File: config.mk
export PLATFORM = sky130hd
export DESIGN_NAME = prog_loader
export DESIGN_NICKNAME = d
export VERILOG_FILES = /design/src/rtl/prog_loader.sv
export SDC_FILE = /design/constraint.sdc
export NUM_CORES = 1
export LEC_CHECK = 0
export CORE_UTILIZATION = 50
export DETAILED_ROUTE_END_ITERATION = 7
export DONT_BUFFER_PORTS = 1
export PLACE_DENSITY = 0.68
export SLEW_MARGIN = 30
export SYNTH_ARGS = -nofsm -noshare
export SYNTH_HDL_FRONTEND = slang
export SYNTH_SLANG_ARGS = --single-unit
File: constraint.sdc
create_clock -name clk_i -period 1.8 [get_ports clk_i]
set_input_delay 0.18 -clock clk_i [delete_from_list [all_inputs] [get_ports clk_i]]
set_output_delay 0.18 -clock clk_i [all_outputs]
set_load 0.005 [all_outputs]
File: src/rtl/prog_loader.sv
// Boot-time program loader: streams segment headers and payload words into the IM write port
// and holds the CPU in reset until a zero-length header. Optional checksum via PROG_LOADER_CHECKSUM_EN.
module prog_loader #(
    parameter int ADDR_W = 16
) (
    input  logic        clk_i,
    input  logic        rst_i,
    input  logic        in_valid_i,
    output logic        in_ready_o,
    input  logic [31:0] in_data_i,
    output logic        IM_enable_o,
    output logic        IM_write_o,
    output logic [31:0] IM_address_o,
    output logic [31:0] IM_in_o,
    output logic        cpu_rst_o,
    output logic        done_o,
    output logic        err_o
);

    typedef enum logic [2:0] {
        ST_HDR,
        ST_DATA,
`ifdef PROG_LOADER_CHECKSUM_EN
        ST_CSUM,
`endif
        ST_DONE,
        ST_ERROR
    } state_t;

    state_t              state_q, state_d;
    logic [ADDR_W-1:0]   idx_q, idx_d;
    logic [15:0]         remaining_q, remaining_d;
    logic                in_ready_q, in_ready_d;
    logic                im_wr_q, im_wr_d;
    logic [ADDR_W-1:0]   im_addr_q, im_addr_d;
    logic [31:0]         im_data_q, im_data_d;
    logic                accept;
`ifdef PROG_LOADER_CHECKSUM_EN
    logic [31:0]         sum_q, sum_d;
`endif

    assign accept = in_valid_i && in_ready_q;

    // State register.
    always_ff @(posedge clk_i) begin
        // NOTE: sequential state uses non-blocking assignments so every register samples pre-edge values.
        if (rst_i) begin
            state_q     <= ST_HDR;
            idx_q       <= '0;
            remaining_q <= '0;
            in_ready_q  <= 1'b0;
            im_wr_q     <= 1'b0;
            im_addr_q   <= '0;
            im_data_q   <= '0;
`ifdef PROG_LOADER_CHECKSUM_EN
            sum_q       <= '0;
`endif
        end else begin
            state_q     <= state_d;
            idx_q       <= idx_d;
            remaining_q <= remaining_d;
            in_ready_q  <= in_ready_d;
            im_wr_q     <= im_wr_d;
            im_addr_q   <= im_addr_d;
            im_data_q   <= im_data_d;
`ifdef PROG_LOADER_CHECKSUM_EN
            sum_q       <= sum_d;
`endif
        end
    end

    // Next-state and datapath.
    always_comb begin
        // NOTE: every signal gets a default first so no path leaves it unassigned (no latches).
        state_d     = state_q;
        idx_d       = idx_q;
        remaining_d = remaining_q;
        im_wr_d     = 1'b0;
        im_addr_d   = im_addr_q;
        im_data_d   = im_data_q;
`ifdef PROG_LOADER_CHECKSUM_EN
        sum_d       = sum_q;
`endif
        case (state_q)
            ST_HDR: begin
                if (accept) begin
                    if (in_data_i[15:0] == 16'd0) begin
                        state_d = ST_DONE;
                    end else begin
                        state_d     = ST_DATA;
                        idx_d       = ADDR_W'(in_data_i[31:16]);
                        remaining_d = in_data_i[15:0];
`ifdef PROG_LOADER_CHECKSUM_EN
                        sum_d       = '0;
`endif
                    end
                end
            end
            ST_DATA: begin
                if (accept) begin
                    im_wr_d     = 1'b1;
                    im_addr_d   = idx_q;
                    im_data_d   = in_data_i;
                    idx_d       = idx_q + ADDR_W'(1);
                    remaining_d = remaining_q - 16'd1;
`ifdef PROG_LOADER_CHECKSUM_EN
                    sum_d       = sum_q + in_data_i;
                    if (remaining_q == 16'd1) state_d = ST_CSUM;
`else
                    if (remaining_q == 16'd1) state_d = ST_HDR;
`endif
                end
            end
`ifdef PROG_LOADER_CHECKSUM_EN
            ST_CSUM: begin
                if (accept) state_d = (in_data_i == sum_q) ? ST_HDR : ST_ERROR;
            end
`endif
            default: ;
        endcase
        // Ready is registered, so it drops on the very edge that enters DONE/ERROR.
        in_ready_d = (state_d != ST_DONE) && (state_d != ST_ERROR);
    end

    // Outputs.
    always_comb begin
        in_ready_o   = in_ready_q;
        IM_enable_o  = im_wr_q;
        IM_write_o   = im_wr_q;
        IM_address_o = {{(30-ADDR_W){1'b0}}, im_addr_q, 2'b00};
        IM_in_o      = im_data_q;
        done_o       = (state_q == ST_DONE);
        cpu_rst_o    = (state_q != ST_DONE);
`ifdef PROG_LOADER_CHECKSUM_EN
        err_o        = (state_q == ST_ERROR);
`else
        err_o        = 1'b0;
`endif
    end

endmodule

; Yosys cells after proc, flatten, opt, wreduce, memory -nomap -nowiden
; Index checks and enable logic that the tools add are counted.
[classes]
addsub = 2
eq_ne = 9
mux = 14
n_bitwise = 1
reduce_logical = 8
[op_table]
columns = cell, count
row1 = 16-bit two-way mux, 6
row2 = 16-bit case mux with 2 select lines, 2
row3 = 16-bit by 1-bit adder with 16-bit output (second input constant), 1
row4 = 16-bit by 1-bit equality test with 1-bit output (second input constant), 1
row5 = 16-bit logical NOT, 1
row6 = 16-bit by 1-bit subtractor with 16-bit output (second input constant), 1
row7 = 3-bit two-way mux, 3
row8 = 3-bit by 2-bit != test with 1-bit output (second input constant), 3
row9 = 2-bit != test (second input constant), 3
row10 = 3-bit case mux with 2 select lines, 1
row11 = 4-bit AND reduction, 1
row12 = 3-bit by 1-bit equality test with 1-bit output (second input constant), 1
row13 = 3-bit by 2-bit equality test with 1-bit output (second input constant), 1
row14 = 3-bit logical NOT, 1
row15 = 1-bit logical AND, 2
row16 = 2-bit two-way mux, 1
row17 = 2-bit AND reduction, 1
row18 = 2-bit nonzero test, 1
row19 = 2-bit OR reduction, 1
row20 = 1-bit two-way mux, 1
row21 = 1-bit inverter, 1
[totals]
regBits = 85
input_bits = 35
output_inout_bits = 70
elab_cells = 41

; Longest topological paths before layout
[logic_depth]
word_depth = 6
depth_mapped = 9
depth_no_buf = 7

; Worst setup path before layout
; No wires, ideal clock.
[synth_path]
kind = flip-flop to flip-flop
startpoint = register remaining_q[3]
endpoint = register remaining_q[14]
setup_ps = 117
t_arrival_ps = 1670
t_required_ps = 1683
path_slack_ps = 13
path_stages_with_launch = 6
n_path_buf = 0
synth_period_minus_slack_ps = 1787
path_cell_list = dfxtp_1 -> or4_4 -> nor2_4 -> nand3_2 -> or3_1 -> a32o_1
[synth_between]
elab_chain_cells = 3
[synth_lines]
columns = item, line
row1 = start: declaration, 32  ; logic [15:0] remaining_q, remaining_d;
row2 = start signal: assignment, 61  ; remaining_q <= remaining_d;
row3 = 16-bit by 1-bit subtractor with 16-bit output, 105  ; remaining_d = remaining_q - 16'd1;
row4 = 16-bit two-way mux, 100  ; if (accept) begin
row5 = 16-bit case mux with 2 select lines, 84  ; case (state_q)
; No other way between the ends. The select of a mux whose other input is x is not followed.
; A chain may end at the register's enable or synchronous reset.

; Final worst setup path
[layout_path]
startpoint = register remaining_q[5]
endpoint = register remaining_q[14]
; Same word-level chain as after synthesis.

==> results.tsv <==
stage	metric	value	unit
outcome	outcome	finished, final reports clean	
die	num_rows	32	
sta	fin_skew	0.0131	ns
global_routing	grt_pass1_vias	3462	
synth	post_synth_num_cell_types	55	
die	io_pins	105	
synth	synth_enable_flop_cells	0	
layout	diodes	0	
route	num_vias	3808	
die	initial_core_util	0.515	
layout	area_delta_synth_final	20.3	%
placement	place_hpwl	6420	microns
power_and_ir_drop	combPwrFrac	0.171	
synth	synth-seq-cells	85	
global_routing	track_usage	0.253	
die	die_h	91.0	microns
critical_path	worstSetupEndpointType	register	
sta	slew_headroom	0.652	
critical_path	critPathRequiredTime	2.05	ns
clock_network	cts_sinks	85	
power_and_ir_drop	p_int	2950	uW
worst_hold_path	hp-class	in2reg	
clock_network	cts_max_level	3	
clock_network	cts-root-buf	clkbuf_8	
critical_path	critical_path.cell_chain	or4_4, nor2_4, nand3_2, or3_1, a32o_1	
power_and_ir_drop	power.density	854	nW/um^2
sta	finalWorstSetupSlack	0.0209	ns
die	core	7690	sq um
clock_network	clock_latency	0.35	ns
synth	synth-async-reset-ratio	0	
route	detail-route-antenna-nets	0	
power_and_ir_drop	p_clk_frac	0.332	
critical_path	cp-start-kind	register	
critical_path	critPathSlowestCell	or4_4	
power_and_ir_drop	p_leak	0.00174	uW
global_routing	grt_overflow_total	0	
power_and_ir_drop	p_sw	1120	uW
run	maxCapViolCount	0	
die	die_area	8290	sq um
synth	synth_top_family_by_area	simple AND/OR/NAND/NOR gates	
synth	synth_top_area_share	0.429	
route	drt_iter0_drc	243	
synth	synth_ff_type	dfxtp_1	
sta	worst_slew_pin_slew	0.522	ns
synth	synth-compound-area-share	0.231	
route	first_pass_iters	5	
route	post-route-drc-count	0	
placement	gp_congestion	0.857	
route	wl_met1	4810	microns
route	wl_met2	4510	microns
layout	fillers	674	
synth	synth_common_cells	nand2_1 (141), dfxtp_1 (85), a21oi_1 (79)	
die	die_w	91.0	microns
placement	placed_area	4160	sq um
layout	drive_above_1_share	0.123	
power_and_ir_drop	switching_share	0.276	
layout	ff_latch_area	1710	sq um
sta	max_freq	562	MHz
route	viasPerCell	5.69	
clock_network	clk_pin_slew_worst_paths	0.09	ns
sta	hold_viol	0	
route	routed.top_layer	met4	
global_routing	antenna_found_initial	0	
critical_path	arrival	2.03	ns
power_and_ir_drop	power	4070	uW
synth	synthCells	516	
critical_path	critPathBufInv	0	
placement	pre_cts_ws	0.0227	ns
clock_network	cts_setup_buffers	0	
synth	muxShareOfSynthArea	0	
route	routed_wirelength	10200	microns
clock_network	clk_path_buf_depth	2	
synth	synth_fa_ha_area_frac	0.00947	
layout	final_util	0.620	
global_routing	grt_pass1_wl	17000	microns
critical_path	crit_fanout	3	
synth	yosysMostFrequentCell	nand2_1	
sta	setup_viol	0	
critical_path	cpPeakStageDelay	0.56	ns
sta	finalCritPeriodShare	0.988	
critical_path	worstSetupPathType	reg2reg	
placement	port_buffers	0	
route	route.met3.wl	720	microns
clock_network	numCtsBuffers	9	
sta	final.setup.tns	0	ns
synth	synthTopCellsByArea	dfxtp_1 (43%), nand2_1 (13%), a21oi_1 (10%)	
synth	synth_area_per_cell	7.68	sq um
synth	synth_xor_area_frac	0	
synth	synth-simple-area-share	0.255	
route	wl_per_cell	15.3	microns
power_and_ir_drop	ir_drop	0.459	mV
synth	synth_top_cell_by_area	dfxtp_1	
power_and_ir_drop	seq_power_share	0.497	
critical_path	cp_top_family	simple AND/OR/NAND/NOR gates	
sta	fin_crit	1.78	ns
global_routing	grt_max_degree	80	
synth	yosysSeqAreaShare	0.429	
sta	drv_slew	0	
synth	yosys_warnings	0	
synth	synth_area	3960	sq um
layout	multiInputGateArea	2070	sq um
layout	design_area	4770	sq um
clock_network	cts_tree	yes	
layout	final_nets	600	
worst paths after layout:
kind              cells past startpoint               to  slack [ns]      startpoint
hold / removal                        2         idx_q[3]        0.02           rst_i
setup / recovery                      5  remaining_q[14]        0.02  remaining_q[5]
hold reg to reg                       2      IM_in_o[27]        0.47     IM_in_o[27]
setup reg to reg                      5  remaining_q[14]        0.02  remaining_q[5]
kinds of logic after synthesis:
logic type	Yosys count
AO/OA/AOI/OAI	151
adder cells (fa/ha/maj)	3
buffers and inverters	57
flip-flops	85
other	1
AND/OR/NAND/NOR	219
flip-flops by register name, summed over array words and instances, names as in the netlist:
signal       count
IM_in_o         32
in_ready_o       1
im_addr_q       16
remaining_q     16
idx_q           16
state_q          3
IM_enable_o      1
final cells by class:
| cell class | count | area share |
|---|---|---|
| clock inverters | 3 | 0.00945 |
| flip-flops and latches | 85 | 0.358 |
| multi-input cells | 390 | 0.433 |
| clock buffers | 13 | 0.0312 |
| well taps | 102 | 0.0268 |
| repair buffers | 70 | 0.137 |
| inverters | 6 | 0.00472 |
power by group through the flow:
| stage | Combinational [uW] | Clock [uW] | Sequential, uW |
|---|---|---|---|
| 5_1_grt | 770 | 1460 | 2040 |
| 6_report | 695 | 1350 | 2030 |
| 4_1_cts | 671 | 1380 | 2020 |
| 2_1_floorplan | 453 | 0 | 2050 |
| 3_5_place_dp | 573 | 0 | 2060 |
| 3_3_place_gp | 561 | 0 | 2060 |
per-layer routing:
metal / vias to the layer above / GRT usage
met5: - / 0
met4: 0 / 0.0966
met3: 18 / 0.0494
met2: 163 / 0.381
met1: 1772 / 0.356
li1: 1855 / -
cell usage in the layout (no fill, tap or decap), types with 3 or more instances in the layout:
cell	count
a311oi_1	3
nand2_1	140
nor2_1	20
clkbuf_1	3
dfxtp_2	3
a22o_1	3
ha_1	3
or3_1	4
dfxtp_1	82
nor4_1	6
clkbuf_8	10
o21bai_1	3
nand2b_1	6
a41o_1	3
buf_4	33
o31ai_1	5
nand3_1	8
nor3_1	8
a21oi_1	79
o41ai_1	3
a32o_1	5
inv_1	6
o32ai_1	3
conb_1	17
dlygate4sd3_1	33
and3_1	3
o21ai_0	24
a21o_1	4
worst reg2reg max path: cells and delay by family (launching register included):
family	cells	cell delay, ns
and+or+nand+nor	4	1.08
AOI/OAI and AO/OA	1	0.26
DFF	1	0.34
per-stage QoR:
stage / instances / hold WS [ns]
after floorplan: 532 / 0.316
after CTS: 669 / 0.00269
after detailed placement: 619 / 0.259
final: 669 / 0.0159
after global placement: 619 / 0.256
after global routing: 669 / 0.0129
repair_timing:
item,in CTS,in global routing
endpoints found under the setup margin,0,11
hold endpoints to repair,78,0
hold buffers,34,0
gates resized for setup,0,14
Power figures use the tool's default switching activity.
